==> src/rtl/pipeline_hazard_ctrl_pkg.sv <==
// Shared types and defaults for the 5-stage pipeline hazard controller.
package pipe_ctrl_pkg;

  typedef enum logic [1:0] {
    RUN     = 2'd0,
    MD_BUSY = 2'd1,
    HALT    = 2'd2
  } state_e;

  localparam int unsigned MD_LATENCY_DEFAULT = 32;
  localparam int unsigned CNT_BITS_DEFAULT   = 32;

  // Width needed to hold the reload value MD_LATENCY-1 (MD_LATENCY >= 2).
  function automatic int unsigned md_cnt_width(input int unsigned latency);
    return (latency <= 2) ? 1 : $clog2(latency);
  endfunction

endpackage

==> src/rtl/pipeline_hazard_ctrl_if.sv <==
// Hazard requests from the pipeline and per-stage enable/valid controls back to it.
interface pipeline_hazard_ctrl_if #(
  parameter int unsigned CNT_BITS = 32
) ();

  logic                load_use;
  logic                branch_taken;
  logic                md_start;
  logic                halt_req;
  logic                resume;
  logic                pc_en;
  logic                ifid_en;
  logic                ifid_valid;
  logic                idex_en;
  logic                idex_valid;
  logic                exmem_en;
  logic                exmem_valid;
  logic                memwb_en;
  logic                memwb_valid;
  logic                halted;
  logic [CNT_BITS-1:0] stall_cnt;

  modport master (
    output load_use, branch_taken, md_start, halt_req, resume,
    input  pc_en, ifid_en, ifid_valid, idex_en, idex_valid,
           exmem_en, exmem_valid, memwb_en, memwb_valid, halted, stall_cnt
  );

  modport slave (
    input  load_use, branch_taken, md_start, halt_req, resume,
    output pc_en, ifid_en, ifid_valid, idex_en, idex_valid,
           exmem_en, exmem_valid, memwb_en, memwb_valid, halted, stall_cnt
  );

endinterface

==> src/rtl/pipeline_hazard_ctrl_md_busy_timer.sv <==
// Loadable down-counter tracking remaining mul/div occupancy of EX.
module md_busy_timer #(
  parameter int unsigned W = 5
) (
  input  logic         clk,
  input  logic         rst,
  input  logic         load_i,
  input  logic [W-1:0] load_val_i,
  input  logic         dec_i,
  output logic         zero_o
);

  logic [W-1:0] cnt_q, cnt_d;

  always_comb begin
    cnt_d = cnt_q;
    if (load_i) begin
      cnt_d = load_val_i;
    end else if (dec_i && (cnt_q != '0)) begin
      cnt_d = cnt_q - 1'b1;
    end
  end

  always_ff @(posedge clk) begin
    if (rst) begin
      cnt_q <= '0;
    end else begin
      cnt_q <= cnt_d;
    end
  end

  assign zero_o = (cnt_q == '0);

endmodule

==> src/rtl/pipeline_hazard_ctrl.sv <==
// Stall/squash controller for the PC and the four inter-stage registers.
module pipeline_hazard_ctrl
  import pipe_ctrl_pkg::*;
#(
  parameter int unsigned MD_LATENCY = MD_LATENCY_DEFAULT,
  parameter int unsigned CNT_BITS   = CNT_BITS_DEFAULT
) (
  input  logic                   clk,
  input  logic                   rst,
  pipeline_hazard_ctrl_if.slave  hz
);

  localparam int unsigned MDW = md_cnt_width(MD_LATENCY);

  state_e              state_q, state_d;
  logic [CNT_BITS-1:0] stall_cnt_q, stall_cnt_d;
  logic                md_load, md_dec, md_zero;
  logic                pc_en, ifid_en, idex_en, exmem_en, memwb_en;
  logic                ifid_valid, idex_valid, exmem_valid, memwb_valid;
  logic                halted;

  md_busy_timer #(.W(MDW)) u_md_timer (
    .clk        (clk),
    .rst        (rst),
    .load_i     (md_load),
    .load_val_i (MDW'(MD_LATENCY - 1)),
    .dec_i      (md_dec),
    .zero_o     (md_zero)
  );

  always_comb begin
    state_d     = state_q;
    pc_en       = 1'b1;
    ifid_en     = 1'b1;
    idex_en     = 1'b1;
    exmem_en    = 1'b1;
    memwb_en    = 1'b1;
    ifid_valid  = 1'b1;
    idex_valid  = 1'b1;
    exmem_valid = 1'b1;
    memwb_valid = 1'b1;
    halted      = 1'b0;
    md_load     = 1'b0;
    md_dec      = 1'b0;

    unique case (state_q)
      HALT: begin
        pc_en    = 1'b0;
        ifid_en  = 1'b0;
        idex_en  = 1'b0;
        exmem_en = 1'b0;
        memwb_en = 1'b0;
        halted   = 1'b1;
        if (hz.resume) state_d = RUN;
      end
      MD_BUSY: begin
        // Zero count is the release cycle: everything advances with the result.
        if (md_zero) begin
          state_d = RUN;
        end else begin
          pc_en       = 1'b0;
          ifid_en     = 1'b0;
          idex_en     = 1'b0;
          exmem_en    = 1'b0;
          exmem_valid = 1'b0;
          md_dec      = 1'b1;
        end
      end
      default: begin
        if (hz.halt_req) begin
          pc_en    = 1'b0;
          ifid_en  = 1'b0;
          idex_en  = 1'b0;
          exmem_en = 1'b0;
          state_d  = HALT;
        end else if (hz.branch_taken) begin
          ifid_valid = 1'b0;
          idex_valid = 1'b0;
        end else if (hz.md_start) begin
          md_load = 1'b1;
          state_d = MD_BUSY;
        end else if (hz.load_use) begin
          pc_en      = 1'b0;
          ifid_en    = 1'b0;
          idex_valid = 1'b0;
        end
      end
    endcase
  end

  always_comb begin
    stall_cnt_d = stall_cnt_q;
    if (!pc_en && (stall_cnt_q != '1)) begin
      stall_cnt_d = stall_cnt_q + 1'b1;
    end
  end

  always_ff @(posedge clk) begin
    if (rst) begin
      state_q     <= RUN;
      stall_cnt_q <= '0;
    end else begin
      state_q     <= state_d;
      stall_cnt_q <= stall_cnt_d;
    end
  end

  assign hz.pc_en       = pc_en;
  assign hz.ifid_en     = ifid_en;
  assign hz.ifid_valid  = ifid_valid;
  assign hz.idex_en     = idex_en;
  assign hz.idex_valid  = idex_valid;
  assign hz.exmem_en    = exmem_en;
  assign hz.exmem_valid = exmem_valid;
  assign hz.memwb_en    = memwb_en;
  assign hz.memwb_valid = memwb_valid;
  assign hz.halted      = halted;
  assign hz.stall_cnt   = stall_cnt_q;

endmodule

==> src/flat_wrapper.sv <==
// flat-port wrapper written by rule: the top's interface ports become plain ports
module pipeline_hazard_ctrl_flat import pipe_ctrl_pkg::*;
#(
  parameter int unsigned MD_LATENCY = MD_LATENCY_DEFAULT,
  parameter int unsigned CNT_BITS   = CNT_BITS_DEFAULT
)
  (clk, rst, hz_load_use, hz_branch_taken, hz_md_start, hz_halt_req, hz_resume, hz_pc_en, hz_ifid_en, hz_ifid_valid, hz_idex_en, hz_idex_valid, hz_exmem_en, hz_exmem_valid, hz_memwb_en, hz_memwb_valid, hz_halted, hz_stall_cnt);
  pipeline_hazard_ctrl_if #(.CNT_BITS(CNT_BITS)) hz_i ();
  input  logic clk;
  input  logic rst;
  input wire logic [$bits(hz_i.load_use)-1:0] hz_load_use;
  input wire logic [$bits(hz_i.branch_taken)-1:0] hz_branch_taken;
  input wire logic [$bits(hz_i.md_start)-1:0] hz_md_start;
  input wire logic [$bits(hz_i.halt_req)-1:0] hz_halt_req;
  input wire logic [$bits(hz_i.resume)-1:0] hz_resume;
  output wire logic [$bits(hz_i.pc_en)-1:0] hz_pc_en;
  output wire logic [$bits(hz_i.ifid_en)-1:0] hz_ifid_en;
  output wire logic [$bits(hz_i.ifid_valid)-1:0] hz_ifid_valid;
  output wire logic [$bits(hz_i.idex_en)-1:0] hz_idex_en;
  output wire logic [$bits(hz_i.idex_valid)-1:0] hz_idex_valid;
  output wire logic [$bits(hz_i.exmem_en)-1:0] hz_exmem_en;
  output wire logic [$bits(hz_i.exmem_valid)-1:0] hz_exmem_valid;
  output wire logic [$bits(hz_i.memwb_en)-1:0] hz_memwb_en;
  output wire logic [$bits(hz_i.memwb_valid)-1:0] hz_memwb_valid;
  output wire logic [$bits(hz_i.halted)-1:0] hz_halted;
  output wire logic [$bits(hz_i.stall_cnt)-1:0] hz_stall_cnt;
  assign hz_i.load_use = hz_load_use;
  assign hz_i.branch_taken = hz_branch_taken;
  assign hz_i.md_start = hz_md_start;
  assign hz_i.halt_req = hz_halt_req;
  assign hz_i.resume = hz_resume;
  assign hz_pc_en = hz_i.pc_en;
  assign hz_ifid_en = hz_i.ifid_en;
  assign hz_ifid_valid = hz_i.ifid_valid;
  assign hz_idex_en = hz_i.idex_en;
  assign hz_idex_valid = hz_i.idex_valid;
  assign hz_exmem_en = hz_i.exmem_en;
  assign hz_exmem_valid = hz_i.exmem_valid;
  assign hz_memwb_en = hz_i.memwb_en;
  assign hz_memwb_valid = hz_i.memwb_valid;
  assign hz_halted = hz_i.halted;
  assign hz_stall_cnt = hz_i.stall_cnt;
  pipeline_hazard_ctrl #(.MD_LATENCY(MD_LATENCY), .CNT_BITS(CNT_BITS)) u_core (.clk(clk), .rst(rst), .hz(hz_i));
endmodule
==> config.mk <==
export PLATFORM = sky130hd
export DESIGN_NAME = pipeline_hazard_ctrl_flat
export DESIGN_NICKNAME = d
export VERILOG_FILES = /design/src/rtl/pipeline_hazard_ctrl_pkg.sv /design/src/rtl/pipeline_hazard_ctrl_if.sv /design/src/rtl/pipeline_hazard_ctrl_md_busy_timer.sv /design/src/rtl/pipeline_hazard_ctrl.sv /design/src/flat_wrapper.sv
export SDC_FILE = /design/constraint.sdc
export NUM_CORES = 1
export LEC_CHECK = 0
export CAP_MARGIN = 25
export CELL_PAD_IN_SITES_DETAIL_PLACEMENT = 0
export CELL_PAD_IN_SITES_GLOBAL_PLACEMENT = 1
export CORE_AREA = 2 2 85 71
export CTS_CLUSTER_DIAMETER = 80
export DETAILED_ROUTE_END_ITERATION = 8
export DIE_AREA = 0 0 87 73
export PLACE_DENSITY = 0.79
export REMOVE_ABC_BUFFERS = 1
export SKIP_LAST_GASP = 1
export SYNTH_ARGS = -nofsm -noshare
export SYNTH_HDL_FRONTEND = slang
export SYNTH_SLANG_ARGS = --single-unit
==> constraint.sdc <==
create_clock -name clk -period 4.7 [get_ports clk]
set_input_delay 0.47 -clock clk [delete_from_list [all_inputs] [get_ports clk]]
set_output_delay 0.47 -clock clk [all_outputs]
set_load 0.005 [all_outputs]
==> results.cfg, run 1 <==
[cts]
cts_buffer_depth = 2
cts_root_buffer = clkbuf_8
cts_hold_buf = 0
cts.clk_slew.worst_paths_ns = 0.07
cts_buffers = 5
post_cts_buffers = 0
cts_tree = yes
ctsResizeCount = 0
htree_levels = 2
clk-insertion-delay-late_ns = 0.29
clock-sinks = 39

[synth]
syn-instance-count = 252
yosys_warnings = 0
syn_area_per_cell_um2 = 8.21
synth_ff_type = dfxtp_1
async_flop_share = 0
synth-seq-area-share = 0.377
synth_area_um2 = 2070
synth_edf_count = 0
ys_seq_elements = 39
synth.distinct_cells = 43

[detailed_routing]
avgViaCountPerCell = 5.61
detail-route-antenna-nets = 0
drt_iter0_drc = 142
dr.max_layer_used = met4
drt-met1-wl_um = 2520
vias = 2037
firstDrtPassIters = 6
dr_wl_met2_um = 2180
finalWirelength_um = 5000
drcViolationCount = 0
route.met3.wl_um = 255
wl_per_cell_um = 13.8

[sta]
fin_setup_tns_ns = 0
max_freq_mhz = 350
setup_ws_ns = 1.84
setup_viol = 0
worst_pin_slew_ns = 0.669
final_hold_viol_count = 0
post-route-period-util = 0.609
max-slew-margin-rel = 0.550
fin_skew_ns = 0.00946
rsz0062_at_grt = no
drv_slew = 0
fin_crit_ns = 2.86

[global_routing]
grt_overflow = 0
grt_pass1_wl_um = 8240
antenna_found_initial = 0
grt_max_degree = 43
grt_pass1_vias = 1796
grt.total_usage = 0.162

[die]
die_area_um2 = 6350
pin_count = 49
placementRows = 25
die_w_um = 87
initial_core_util = 0.370
core_um2 = 5600
die_y_um = 73

[cells_and_area]
antenna_cells = 0
nNetsFinal = 307
final_cell_count_no_fill = 363
nFillCells = 566
drive_above_1_share = 0.0574
area_growth_pct = 28.7
final_util = 0.476

[run_status]
status = completed

[worst_setup_path]
cp-start-kind = flop
cp.required_ns = 4.23
arrival_ns = 2.39
critPathTopFamily = buffers and inverters
path_buf_inv = 2
end_kind = output port
crit_type = reg -> out
crit_chain = inv_1, ha_1, or3b_2, o21ai_1, clkdlybuf4s50_1
rr_worst_depth = 6
cp.depth = 5
crit_slowest_cell = clkdlybuf4s50_1
slowest_delay_ns = 0.60
crit_fanout = 7

[placed_design]
post-place-ws_ns = 1.91
dp_hpwl_um = 3470
place_congestion = 0.731
port_buffers = 47
dp_cells = 356

[pwr]
power_density_nw_per_um2 = 289
vdd.ir_drop.worst_uv = 130
p_total_uw = 771
cellLeakagePower_nw = 0.861

[flow_run]
drv_cap = 0

[min_path]
min_path_cells = 2
hold_class = reg -> reg
==> tightest hold or removal path: cells and delay by family (launching register included) <==
family / cells / cell delay [ns]
compound gates: 1 / 0.05
flops: 1 / 0.34
buf+inv: 1 / 0.06
==> cells in the mapped netlist, types with 4 or more instances <==
master	count	area share
nand2_1	19	0.034
nor2b_1	4	0.012
a21oi_1	28	0.068
nand3_1	8	0.019
or3_1	16	0.048
nand4_1	12	0.036
dfxtp_1	39	0.38
ha_1	4	0.024
buf_4	4	0.015
o31ai_1	10	0.036
inv_1	12	0.022
nor4_1	4	0.012
or4_1	11	0.040
clkbuf_1	5	0.0091
o21ai_0	10	0.024
nor2_1	16	0.029
o21ai_1	9	0.022
==> placed cells by master, fill, tap and decap left out, drive strengths merged <==
master	instances
xnor2	3
mux2i	2
a21oi	28
nand3	8
or3b	1
o21ai	19
mux2	1
ha	4
or3	16
nor4b	1
o21ba	2
and4	1
or4	13
nor4	5
nand2b	2
nor3b	1
nand4b	1
o31a	2
o32a	1
clkbuf	6
dfxtp	39
o211ai	2
clkinv	1
nand4	13
conb	1
a211oi	1
o41ai	1
nor2	16
nand4bb	1
xor2	3
buf	3
nand2	19
nor3	3
clkdlybuf4s50	47
o31ai	10
and3	2
inv	12
o21a	1
nor2b	4
==> metrics by stage <==
step                      area, um2  hold WS [ns]
after global placement         2570         0.483
after global routing           2660         0.531
final                          2660         0.493
after detailed placement       2580         0.492
after floorplan                1990         0.463
after CTS                      2660         0.502
==> where the power goes <==
group,switching [mW],internal (mW)
Clock,0.113,0.115
Sequential,0.0174,0.348
Combinational,0.0877,0.0903
Total,0.218,0.553
==> flip-flops by register name, summed over array words and instances (netlist names) <==
name                     flops
u_core.hz.stall_cnt         32
u_core.u_md_timer.cnt_q      5
u_core.state_q               2
==> metal layers <==
layer	track usage	up-vias
li1	-	1023
met1	0.219	949
met2	0.255	61
met3	0.0407	4
met4	0.0469	0
met5	0	-
==> cell type report <==
type                       count  area (um2)  share of cell area
clock buffer                   6        82.6              0.0310
clock inverter                 1        5.00             0.00188
timing repair buffer          50         493               0.185
tap                           67        83.8              0.0315
inverter                      12        45.0              0.0169
multi-input combinational    188        1170               0.441
sequential                    39         781               0.293
==> cells by family after synthesis <==
group           count (synthesis)  share of synthesized area
mux                             3                     0.0151
simple gates                  107                      0.300
xor+xnor                        6                     0.0254
buf+inv                        25                     0.0611
other cells                     1                    0.00181
fa+ha+maj                       4                     0.0242
flops                          39                      0.377
compound gates                 67                      0.195
==> path summary, 6_finish.rpt <==
check                                                              from                                    to  slack [ns]
worst max-delay path            u_core.u_md_timer.cnt_q[0]$_SDFFE_PP0P_                        hz_exmem_valid        1.84
worst min-delay path               u_core.hz.stall_cnt[24]$_SDFFE_PP0P_  u_core.hz.stall_cnt[24]$_SDFFE_PP0P_        0.49
worst max register to register      u_core.hz.stall_cnt[0]$_SDFFE_PP0P_  u_core.hz.stall_cnt[22]$_SDFFE_PP0P_        2.08
worst min register to register     u_core.hz.stall_cnt[24]$_SDFFE_PP0P_  u_core.hz.stall_cnt[24]$_SDFFE_PP0P_        0.49
(Power assumes the default switching activity.)
==> run 2, diff against run 1 <==
- CORE_AREA: 2 2 85 71 -> 2 2 92 76
- DIE_AREA: 0 0 87 73 -> 0 0 94 78
- PLACE_DENSITY: 0.79 -> 0.72
- clock period: 4.7 -> 2.3 ns (I/O delays scaled with it)
==> results.cfg, run 2 (synthesis results as in run 1) <==
[worst_setup_path]
crit_slowest_cell = or4_1
cp-start-kind = flop
crit_chain = inv_1, ha_2, nand4bb_1, o32a_1, buf_4, buf_4, o41ai_4, buf_4, or4_1, a21oi_1
slowest_delay_ns = 0.49
arrival_ns = 2.43
cp_common_cell = buf_4
crit_fanout = 6
end_kind = flop
cp.required_ns = 2.52
crit_type = reg -> reg

[sta]
drv_slew = 0
fin_crit_ns = 2.21
fin_skew_ns = 0.00507
max_freq_mhz = 452
fin_setup_tns_ns = 0
setup_viol = 0
post-route-period-util = 0.963
final_hold_viol_count = 0
setup_ws_ns = 0.0862
whs_ns = 0.495
rsz0062_at_grt = yes

[cells_and_area]
drive_above_1_share = 0.192
area_growth_pct = 43.5
nNetsFinal = 338
finish.instance_area_um2 = 2970
final_cell_count_no_fill = 412
antenna_cells = 0
most-common-layout-cells = 44 x clkdlybuf4s50_1, 36 x dfxtp_1, 34 x buf_4, 27 x a21oi_1, 18 x nand2_1
final_common_cell = clkdlybuf4s50_1
nFillCells = 644
largest_register_ffs = 32
final_util = 0.468

[placed_design]
dp_hpwl_um = 4000
dpl_cell_area_um2 = 2780
port_buffers = 47
dp_cells = 397
place_congestion = 0.756
post-place-ws_ns = 0.0287

[detailed_routing]
wl_per_cell_um = 13.1
vias = 2133
detail-route-antenna-nets = 0
avgViaCountPerCell = 5.18
drt_iter0_drc = 88
firstDrtPassIters = 4
finalWirelength_um = 5400
drcViolationCount = 0

[run_status]
status = completed

[cts]
htree_levels = 2
cts_root_buffer = clkbuf_8
clock-sinks = 39
cts_buffers = 5
cts_tree = yes
cts_hold_buf = 0
cts.clk_slew.worst_paths_ns = 0.07
cts_buffer_depth = 2
clk-insertion-delay-late_ns = 0.29

[global_routing]
antenna_found_initial = 0
grt_overflow = 0
grt_pass1_vias = 2000
grt.total_usage = 0.155
grt_pass1_wl_um = 9320
grt_max_degree = 24

[pwr]
power_density_nw_per_um2 = 561
p_sw_uw = 483
vdd.ir_drop.worst_uv = 276
p_total_mw = 1.66
power_frac_clock = 0.268
cellLeakagePower_nw = 1.02
swShare = 0.290
p_int_mw = 1.18
pwr-share-comb = 0.288
seqPwrFrac = 0.444

[die]
placementRows = 26
die_y_um = 78
pin_count = 49
initial_core_util = 0.326
core_um2 = 6340
die_area_um2 = 7330
die_w_um = 94

[flow_run]
drv_cap = 0

[min_path]
hold_class = reg -> reg
==> run 2: metal layers <==
layer	vias to the layer above	track usage	wire (um)
li1	1087	-	-
met1	1000	0.212	2680
met2	42	0.249	2480
met3	4	0.0350	220
met4	0	0.0333	25
met5	-	0	0
==> run 2: power groups by stage <==
stage                     logic (mW)  registers, mW  clock network, mW
final                          0.479          0.740              0.446
after detailed placement       0.428          0.751                  0
after CTS                      0.464          0.738              0.464
after global routing           0.536          0.744              0.488
after global placement         0.421          0.749                  0
after floorplan                0.197          0.755                  0
==> run 2: path summary, 6_finish.rpt <==
kind         depth (start not counted)                                 start  slack, ns                                    to
max                                 10        u_core.state_q[1]$_SDFFE_PP0P_       0.09  u_core.hz.stall_cnt[31]$_SDFFE_PP0P_
min                                  2  u_core.hz.stall_cnt[24]$_SDFFE_PP0P_       0.50  u_core.hz.stall_cnt[24]$_SDFFE_PP0P_
max reg2reg                         10        u_core.state_q[1]$_SDFFE_PP0P_       0.09  u_core.hz.stall_cnt[31]$_SDFFE_PP0P_
min reg2reg                          2  u_core.hz.stall_cnt[24]$_SDFFE_PP0P_       0.50  u_core.hz.stall_cnt[24]$_SDFFE_PP0P_
==> run 2: timing repair <==
item | CTS | global route
pin swaps | 3 | 3
gates resized for setup | 7 | 10
setup endpoints to repair | 3 | 23
buffers inserted | 4 | 3
==> run 2: area by class of cell <==
type	instances	area, um2	area share
Tap cell	84	105	0.0354
Multi-Input combinational cell	188	1220	0.413
Timing Repair Buffer	81	726	0.244
Clock inverter	3	15.0	0.00506
Inverter	12	45.0	0.0152
Sequential cell	39	785	0.264
Clock buffer	5	68.8	0.0232
==> run 2: worst max-delay path, delay by kind of cell, from the launching register on <==
family | cells | cell delay (ns)
and+or+nand+nor | 2 | 0.63
buffers and inverters | 4 | 0.50
AOI/OAI and AO/OA | 3 | 0.48
DFF | 1 | 0.35
adders and majority gates | 1 | 0.19
